[config.mk]
export PLATFORM = sky130hd
export DESIGN_NAME = vm_change_ctrl
export DESIGN_NICKNAME = d
export VERILOG_FILES = /design/src/rtl/vm_change_ctrl.sv
export SDC_FILE = /design/constraint.sdc
export NUM_CORES = 1
export LEC_CHECK = 0
export CORE_UTILIZATION = 35
export DETAILED_ROUTE_END_ITERATION = 6
export GPL_ROUTABILITY_DRIVEN = 1
export SLEW_MARGIN = 20
export SYNTH_ARGS = -nofsm -noshare
export SYNTH_HDL_FRONTEND = slang
export SYNTH_SLANG_ARGS = --single-unit
[constraint.sdc]
create_clock -name clk -period 1.65 [get_ports clk]
set_input_delay 0.33 -clock clk [delete_from_list [all_inputs] [get_ports clk]]
set_output_delay 0.33 -clock clk [all_outputs]
set_load 0.02 [all_outputs]
[src/rtl/vm_change_ctrl.sv]
// ---------------------------------------------------------------------------
// vm_change_ctrl
//
// Change-payout sequencer for the vending machine. It takes a change amount
// in coin units and drives the coin hopper one coin at a time over a
// hop_req/hop_ack handshake. It holds hop_req low for a fixed gap between
// coins, raises a jam fault if the hopper does not acknowledge in time, and
// pulses done when the whole amount has been paid out.
//
// Parameters
//   CHG_W    width of the change amount and dispensed count
//   TIMEOUT  cycles hop_req may stay high without hop_ack before a jam (>=2)
//   GAP      cycles hop_req is held low between consecutive coins (>=1)
//
// Ports
//   clk        in   rising-edge clock for all state
//   rst        in   synchronous active-high reset
//   chg_valid  in   change request valid (only looked at while idle)
//   chg_amt    in   number of coins to pay out
//   chg_ready  out  controller idle and able to accept a request
//   hop_req    out  ask the hopper to eject one coin
//   hop_ack    in   hopper ejected the coin (only looked at while requesting)
//   busy       out  payout in progress (requesting, gap or done cycle)
//   done       out  one-cycle pulse when the payout is complete
//   fault      out  hopper jam, held until fault_clr
//   fault_clr  in   clears a jam and returns to idle
//   dispensed  out  coins ejected in the current or last payout
// ---------------------------------------------------------------------------
module vm_change_ctrl #(
   parameter int CHG_W   = 3,
   parameter int TIMEOUT = 8,
   parameter int GAP     = 2
) (
   input  logic             clk,
   input  logic             rst,
   input  logic             chg_valid,
   input  logic [CHG_W-1:0] chg_amt,
   output logic             chg_ready,
   output logic             hop_req,
   input  logic             hop_ack,
   output logic             busy,
   output logic             done,
   output logic             fault,
   input  logic             fault_clr,
   output logic [CHG_W-1:0] dispensed
);

   // The ack timer only has to count to TIMEOUT-1; the gap counter only to
   // GAP-1. Both are kept at least one bit wide so GAP=1 stays legal.
   localparam int TMR_W = (TIMEOUT > 1) ? $clog2(TIMEOUT) : 1;
   localparam int GAP_W = (GAP > 1) ? $clog2(GAP) : 1;

   localparam logic [TMR_W-1:0] TMR_LAST = TMR_W'(TIMEOUT - 1);
   localparam logic [GAP_W-1:0] GAP_LAST = GAP_W'(GAP - 1);
   localparam logic [TMR_W-1:0] TMR_ONE  = TMR_W'(1);
   localparam logic [GAP_W-1:0] GAP_ONE  = GAP_W'(1);
   localparam logic [CHG_W-1:0] COIN_ONE = CHG_W'(1);

   typedef enum logic [2:0] {
      S_IDLE,
      S_REQ,
      S_GAP,
      S_DONE,
      S_FAULT
   } state_t;

   state_t           state_q, state_d;
   logic [CHG_W-1:0] remaining_q, remaining_d;
   logic [CHG_W-1:0] dispensed_q, dispensed_d;
   logic [TMR_W-1:0] timer_q, timer_d;
   logic [GAP_W-1:0] gap_q, gap_d;

   logic hop_req_q;
   logic busy_q;
   logic done_q;
   logic fault_q;
   logic chg_ready_q;

   // Next-state logic for the payout sequencer. Each state only listens to
   // the inputs that matter to it, so stray chg_valid, hop_ack or fault_clr
   // pulses in other states fall through to the hold defaults below.
   // A zero-coin request skips the hopper entirely and goes straight to the
   // done cycle. In the request state an ack always wins over the timeout,
   // so an ack arriving in the very last allowed cycle still counts.
   always_comb begin
      state_d     = state_q;
      remaining_d = remaining_q;
      dispensed_d = dispensed_q;
      timer_d     = timer_q;
      gap_d       = gap_q;

      unique case (state_q)
         S_IDLE: begin
            if (chg_valid) begin
               dispensed_d = '0;
               timer_d     = '0;
               gap_d       = '0;
               if (chg_amt == '0) begin
                  remaining_d = '0;
                  state_d     = S_DONE;
               end else begin
                  remaining_d = chg_amt;
                  state_d     = S_REQ;
               end
            end
         end

         S_REQ: begin
            if (hop_ack) begin
               dispensed_d = dispensed_q + COIN_ONE;
               remaining_d = remaining_q - COIN_ONE;
               timer_d     = '0;
               if (remaining_q == COIN_ONE) begin
                  state_d = S_DONE;
               end else begin
                  gap_d   = '0;
                  state_d = S_GAP;
               end
            end else if (timer_q == TMR_LAST) begin
               timer_d = '0;
               state_d = S_FAULT;
            end else begin
               timer_d = timer_q + TMR_ONE;
            end
         end

         S_GAP: begin
            if (gap_q == GAP_LAST) begin
               gap_d   = '0;
               timer_d = '0;
               state_d = S_REQ;
            end else begin
               gap_d = gap_q + GAP_ONE;
            end
         end

         S_DONE: begin
            state_d = S_IDLE;
         end

         S_FAULT: begin
            // dispensed keeps the partial count so the jam can be diagnosed.
            if (fault_clr) begin
               remaining_d = '0;
               state_d     = S_IDLE;
            end
         end

         default: begin
            state_d = S_IDLE;
         end
      endcase
   end

   // State and output registers. The outputs are decoded from the next
   // state and registered alongside it, so they always match the registered
   // state exactly while staying glitch-free toward the hopper. Reset parks
   // the sequencer in idle with every counter cleared, even mid-payout.
   always_ff @(posedge clk) begin
      if (rst) begin
         state_q     <= S_IDLE;
         remaining_q <= '0;
         dispensed_q <= '0;
         timer_q     <= '0;
         gap_q       <= '0;
         hop_req_q   <= 1'b0;
         busy_q      <= 1'b0;
         done_q      <= 1'b0;
         fault_q     <= 1'b0;
         chg_ready_q <= 1'b1;
      end else begin
         state_q     <= state_d;
         remaining_q <= remaining_d;
         dispensed_q <= dispensed_d;
         timer_q     <= timer_d;
         gap_q       <= gap_d;
         hop_req_q   <= (state_d == S_REQ);
         busy_q      <= (state_d == S_REQ) || (state_d == S_GAP) || (state_d == S_DONE);
         done_q      <= (state_d == S_DONE);
         fault_q     <= (state_d == S_FAULT);
         chg_ready_q <= (state_d == S_IDLE);
      end
   end

   assign chg_ready = chg_ready_q;
   assign hop_req   = hop_req_q;
   assign busy      = busy_q;
   assign done      = done_q;
   assign fault     = fault_q;
   assign dispensed = dispensed_q;

endmodule
---- After elaboration in Yosys (flattened, before gate mapping) ----
Cells that the tools add are included.
cells by class
  add/subtract/negate cells ............... 4
  multipliers ............................. 0
  divide/modulo/power cells ............... 0
  order comparisons ....................... 0
  equal/unequal tests ..................... 14
  shift operators ......................... 0
  multiplexer cells ....................... 25
  bitwise gates (word level) .............. 0
  reduce and logical (&&, ||, !) cells .... 12
operators with widths
  cell                                                 number
  2-to-1 mux 3 bit                                     14
  one-hot mux 3 bit (3 select lines)                   2
  one-hot mux 3 bit (4 select lines)                   1
  != test 2 bit, second input constant                 5
  equality test 3 x 1 -> 1 bit, second input constant  3
  equality test 3 x 2 -> 1 bit, second input constant  3
  equality test 3 bit, second input constant           3
  zero test 3 bit                                      3
  AND reduction 4 bit                                  2
  adder 3 x 1 -> 3 bit, second input constant          2
  one-hot mux 3 bit (2 select lines)                   1
  AND reduction 3 bit                                  2
  nonzero test 3 bit                                   2
  2-to-1 mux 1 bit                                     5
  one-hot mux 1 bit (3 select lines)                   1
  subtractor 3 x 1 -> 3 bit, second input constant     1
  logical OR 1 bit                                     2
  2-to-1 mux 2 bit                                     1
  nonzero test 2 bit                                   1
  adder 1 bit, second input constant                   1
storage, ports and cells
  bits in registers ....................... 18
  bits in latches ......................... 0
  RAM bits ................................ 0
  memory bits (read-only) ................. 0
  bits of input ports ..................... 8
  output and inout port bits .............. 8
  logic and storage cells ................. 65
  memories ................................ 0

---- Depth between registers and ports, before layout ----
  depth in word-level cells ............... 7
  depth in mapped cells ................... 7
  mapped depth without buffers ............ 7

---- Least setup slack after synthesis ----
OpenSTA, ideal clock, no wires.
  path type ............................... register to register
  start ................................... register state_q[0]
  end ..................................... register remaining_q[2]
  library setup time ...................... 0.117 ns
  arrival ................................. 1.298 ns
  data required time ...................... 1.533 ns
  setup slack ............................. 0.234 ns
  stages on the path, launching flop included .. 6
  buffers on the path ..................... 1
  clock period less this slack ............ 1.416 ns
  path through ............................ dfxtp_1 -> buf_6 -> mux2_4 -> a32o_2 -> and2_0 -> a32o_1
on the way
  word-level cells in the longest chain between the ends .. 3
  elaborated cells between the ends (all ways) .. 9
  those cells by class .................... 5 x eq/ne; 1 x mux; 3 x reduce/logical
RTL lines
  what                                                                  line  RTL
  start, declared                                                       67    state_t state_q, state_d;
  start signal, assigned                                                172   state_q <= state_d;
  equality test 3 bit, or another cell as far along                     92    unique case (state_q)
  != test 2 bit (no source line) or nonzero test 3 bit (tied branches)  --
  AND reduction 4 bit (no source line)                                  --
  end signal, assigned                                                  173   remaining_q <= remaining_d;
  end, declared                                                         68    logic [CHG_W-1:0] remaining_q, remaining_d;
Parallel ways exist; a longest one is shown, timed or not.
A chain may end at the register's enable or synchronous reset.

---- Final worst setup path ----
  start ................................... register chg_ready_q, in the netlist chg_ready
  end ..................................... output port chg_ready
RTL lines
  what                    line  RTL
  start, declared         77    logic chg_ready_q;
  start signal, assigned  181   chg_ready_q <= (state_d == S_IDLE);
  end, declared           38    output logic chg_ready,
No word-level cell between the ends.

==> metrics.md <==
| Metric | Value |
|---|---|
| Row count | `18` |
| Via count | `802` |
| Crit. End Element | `output port` |
| DIE WIDTH | `53.2 um` |
| Final instance area | `1230 sq um` |
| Initial Util | `0.370` |
| Slew margin rel. | `0.673` |
| Gr usage total | `0.163` |
| Final worst path period share | `0.936` |
| Detailed placement HPWL | `1.59 mm` |
| Power Dens Cells | `877 nW/um^2` |
| H-tree Lvls | `1` |
| Post-synthesis net count | `110` |
| Critical-path cell with the highest stage delay | `clkdlybuf4s50_1` |
| Sw frac | `0.295` |
| Worst Path Required | `1.32 ns` |
| Peak supply drop | `0.437 mV` |
| WHS | `0.492 ns` |
| TNS Setup | `0 ns` |
| Die H | `53.2 um` |
| CP Max Fanout | `1` |
| CP top delay family | `buffers and inverters` |
| Layout cells sized above 1 | `0.214` |
| Clock Skews | `0.00414 ns` |
| Top post-synthesis cells by count | `dfxtp_1 (18), nor2_1 (10), inv_1 (6)` |
| Fin crit period | `1.54 ns` |
| First drt pass iteration count | `4` |
| Clk sinks | `18` |
| Finished Core Util | `0.497` |
| GP Congestion | `0.735` |
| Async SR Flop Fraction | `0` |
| Worst-margin pin slew | `0.484 ns` |
| Worst-path cell chain | `clkdlybuf4s50_1` |
| Clock network power share | `0.256` |
| Dominant synthesized flop cell | `dfxtp_1` |
| Worst-Skew Late Latency | `0.29 ns` |
| Dominant cell type by area after synthesis | `dfxtp_1` |
| Num CTS Buffers | `3` |
| P_sw | `319 uW` |
| WL met3 | `82 um` |
| Worst EP arrival | `1.21 ns` |
| Placed cell areas | `1180 sq um` |
| Wirelength, routed | `2.09 mm` |
| Gr ovfl total | `0` |
| R2r setup slk | `0.15 ns` |
| Seq/Total Area, Yosys | `0.393` |
| PortBufs | `15` |
| Area growth syn-to-layout | `34.6%` |
| Routed WL per cell | `13.4 um` |
| Syn Area/Cell | `9.44 sq um` |
| Setup WS pre-CTS | `-0.142 ns` |
| Post-synthesis cell type count | `40` |
| Diodes inserted | `0` |
| Yosys Warn Count | `0` |
| Most numerous cell in the Yosys netlist | `dfxtp_1` |
| EDFF count, synth | `0` |
| Leak Pwr | `0.000560 uW` |
| Antenna viol nets, final | `0` |
| Area share of the largest cell type after synthesis | `0.393` |
| WL met2 | `1.02 mm` |
| Iter 0 DRT Violations | `15` |
| Final setup violation count | `0` |
| Synth area leaders | `dfxtp_1 (39%), ha_1 (6.8%), nor2_1 (4.1%)` |
| Residual DRC | `0` |
| Max Used Layer | `met3` |
| M1 WL | `984 um` |
| Via/cell ratio | `5.14` |
| Internal power | `762 uW` |
| Largest net degree at the start of global routing | `13` |
| Hold WC Path Type | `reg2reg` |
| First-pass GRT wire length | `3.34 mm` |
| Clock transition at path regs | `0.11 ns` |
| Unrepaired setup endpoints after global routing | `false` |
| # IOs | `16` |
| Nets | `140` |
| Worst path bufs/invs | `1` |
| # fillers | `261` |
| Critical Path Start Type | `flip-flop` |
| CTS tree | `yes` |
| Max Cap Violations | `0` |
| Yosys reg bits | `18` |
| Syn Std Cell Area | `916 sq um` |
| Max-slew violations | `0` |
| Initial antenna violation count | `0` |
| Combinational Power Share | `0.282` |
| Fin. Hold Viols | `0` |
| Largest stage delay, worst path | `0.60 ns` |
| Hold-fix buffers, CTS | `0` |
| Core ar. | `2480 sq um` |
| CP Class | `reg2out` |
| Fmax | `0.648 GHz` |
| Final WS setup | `0.106 ns` |
| Clock Tree Buf Depth | `2` |
| Cells after synthesis | `97` |
| Die ar. | `2830 sq um` |
| Outcome | `finished clean` |
| CTS Root Cell | `clkbuf_4` |
| Vias in the first global route | `771` |
| Sequential share of power | `0.462` |
[layer usage]
metal / global-route usage / vias up
li1: - / 414
met1: 0.203 / 375
met2: 0.281 / 13
met3: 0.0287 / 0
met4: 0.0526 / 0
met5: 0 / -
[path summary, 6_finish.rpt]
check | endpoint | cells past startpoint | from
max reg2reg | gap_q | 4 | state_q[1]
min | dispensed[1] | 2 | dispensed[1]
max | chg_ready | 1 | chg_ready
min reg2reg | dispensed[1] | 2 | dispensed[1]
[stage by stage]
step | cells | total power, uW
after floorplan | 97 | 692
after global placement | 152 | 805
after detailed placement | 152 | 812
after CTS | 156 | 1090
after global routing | 156 | 1150
final | 156 | 1080
[worst register-to-register path, stage by stage, from the launching register on]
cell       delay (ns)
dfxtp_1          0.45
or3b_4           0.48
a21oi_4          0.17
a2111oi_2        0.07
o221a_2          0.24
[power by group through the flow]
stage	Clock, uW	Combinational, uW	Sequential [uW]
5_1_grt	306	336	504
3_3_place_gp	0	296	509
3_5_place_dp	0	302	510
2_1_floorplan	0	173	520
6_report	277	304	499
4_1_cts	285	304	500
[final cells by class]
type	count	area [sq um]	share of cell area
inverters	6	22.5	0.0183
flip-flops and latches	18	360	0.292
well taps	30	37.5	0.0305
multi-input cells	68	505	0.410
clock buffers	4	36.3	0.0294
repair buffers	30	270	0.219
[flip-flops by register name (all words and copies together) (netlist names)]
name         cells
state_q          3
busy             1
dispensed        3
remaining_q      3
fault            1
timer_q          3
gap_q            1
done             1
chg_ready        1
hop_req          1
[repair_timing]
item,in CTS,in global routing
endpoints found under the setup margin,0,5
gates resized for setup,0,4
setup buffers,0,0
[layout by cell type (no fill, tap or decap), drive strengths merged, types with 2 or more instances in the layout]
| cell type | Yosys | routed |
|---|---|---|
| and2 | 2 | 2 |
| dlymetal6s2s | 0 | 3 |
| nor4 | 2 | 2 |
| inv | 6 | 6 |
| a211oi | 2 | 2 |
| o21ai | 5 | 5 |
| nor3 | 5 | 5 |
| a21oi | 7 | 7 |
| nor4bb | 2 | 2 |
| a32o | 2 | 2 |
| clkbuf | 1 | 4 |
| nand2 | 2 | 2 |
| ha | 5 | 5 |
| clkdlybuf4s50 | 0 | 12 |
| nor2 | 10 | 10 |
| nand2b | 2 | 2 |
| a22oi | 2 | 2 |
| dfxtp | 18 | 18 |
| buf | 4 | 15 |
| nor3b | 2 | 2 |
| mux2i | 3 | 3 |
[logic make-up after synthesis]
kind of cell | share of synthesized area
muxes | 0.0492
AOI/OAI and AO/OA | 0.212
DFF | 0.393
adders and majority gates | 0.0683
xor gates and xnor gates | 0.0191
and+or+nand+nor | 0.198
buffers and inverters | 0.0601
No activity file was read; power rests on OpenSTA's default activity.
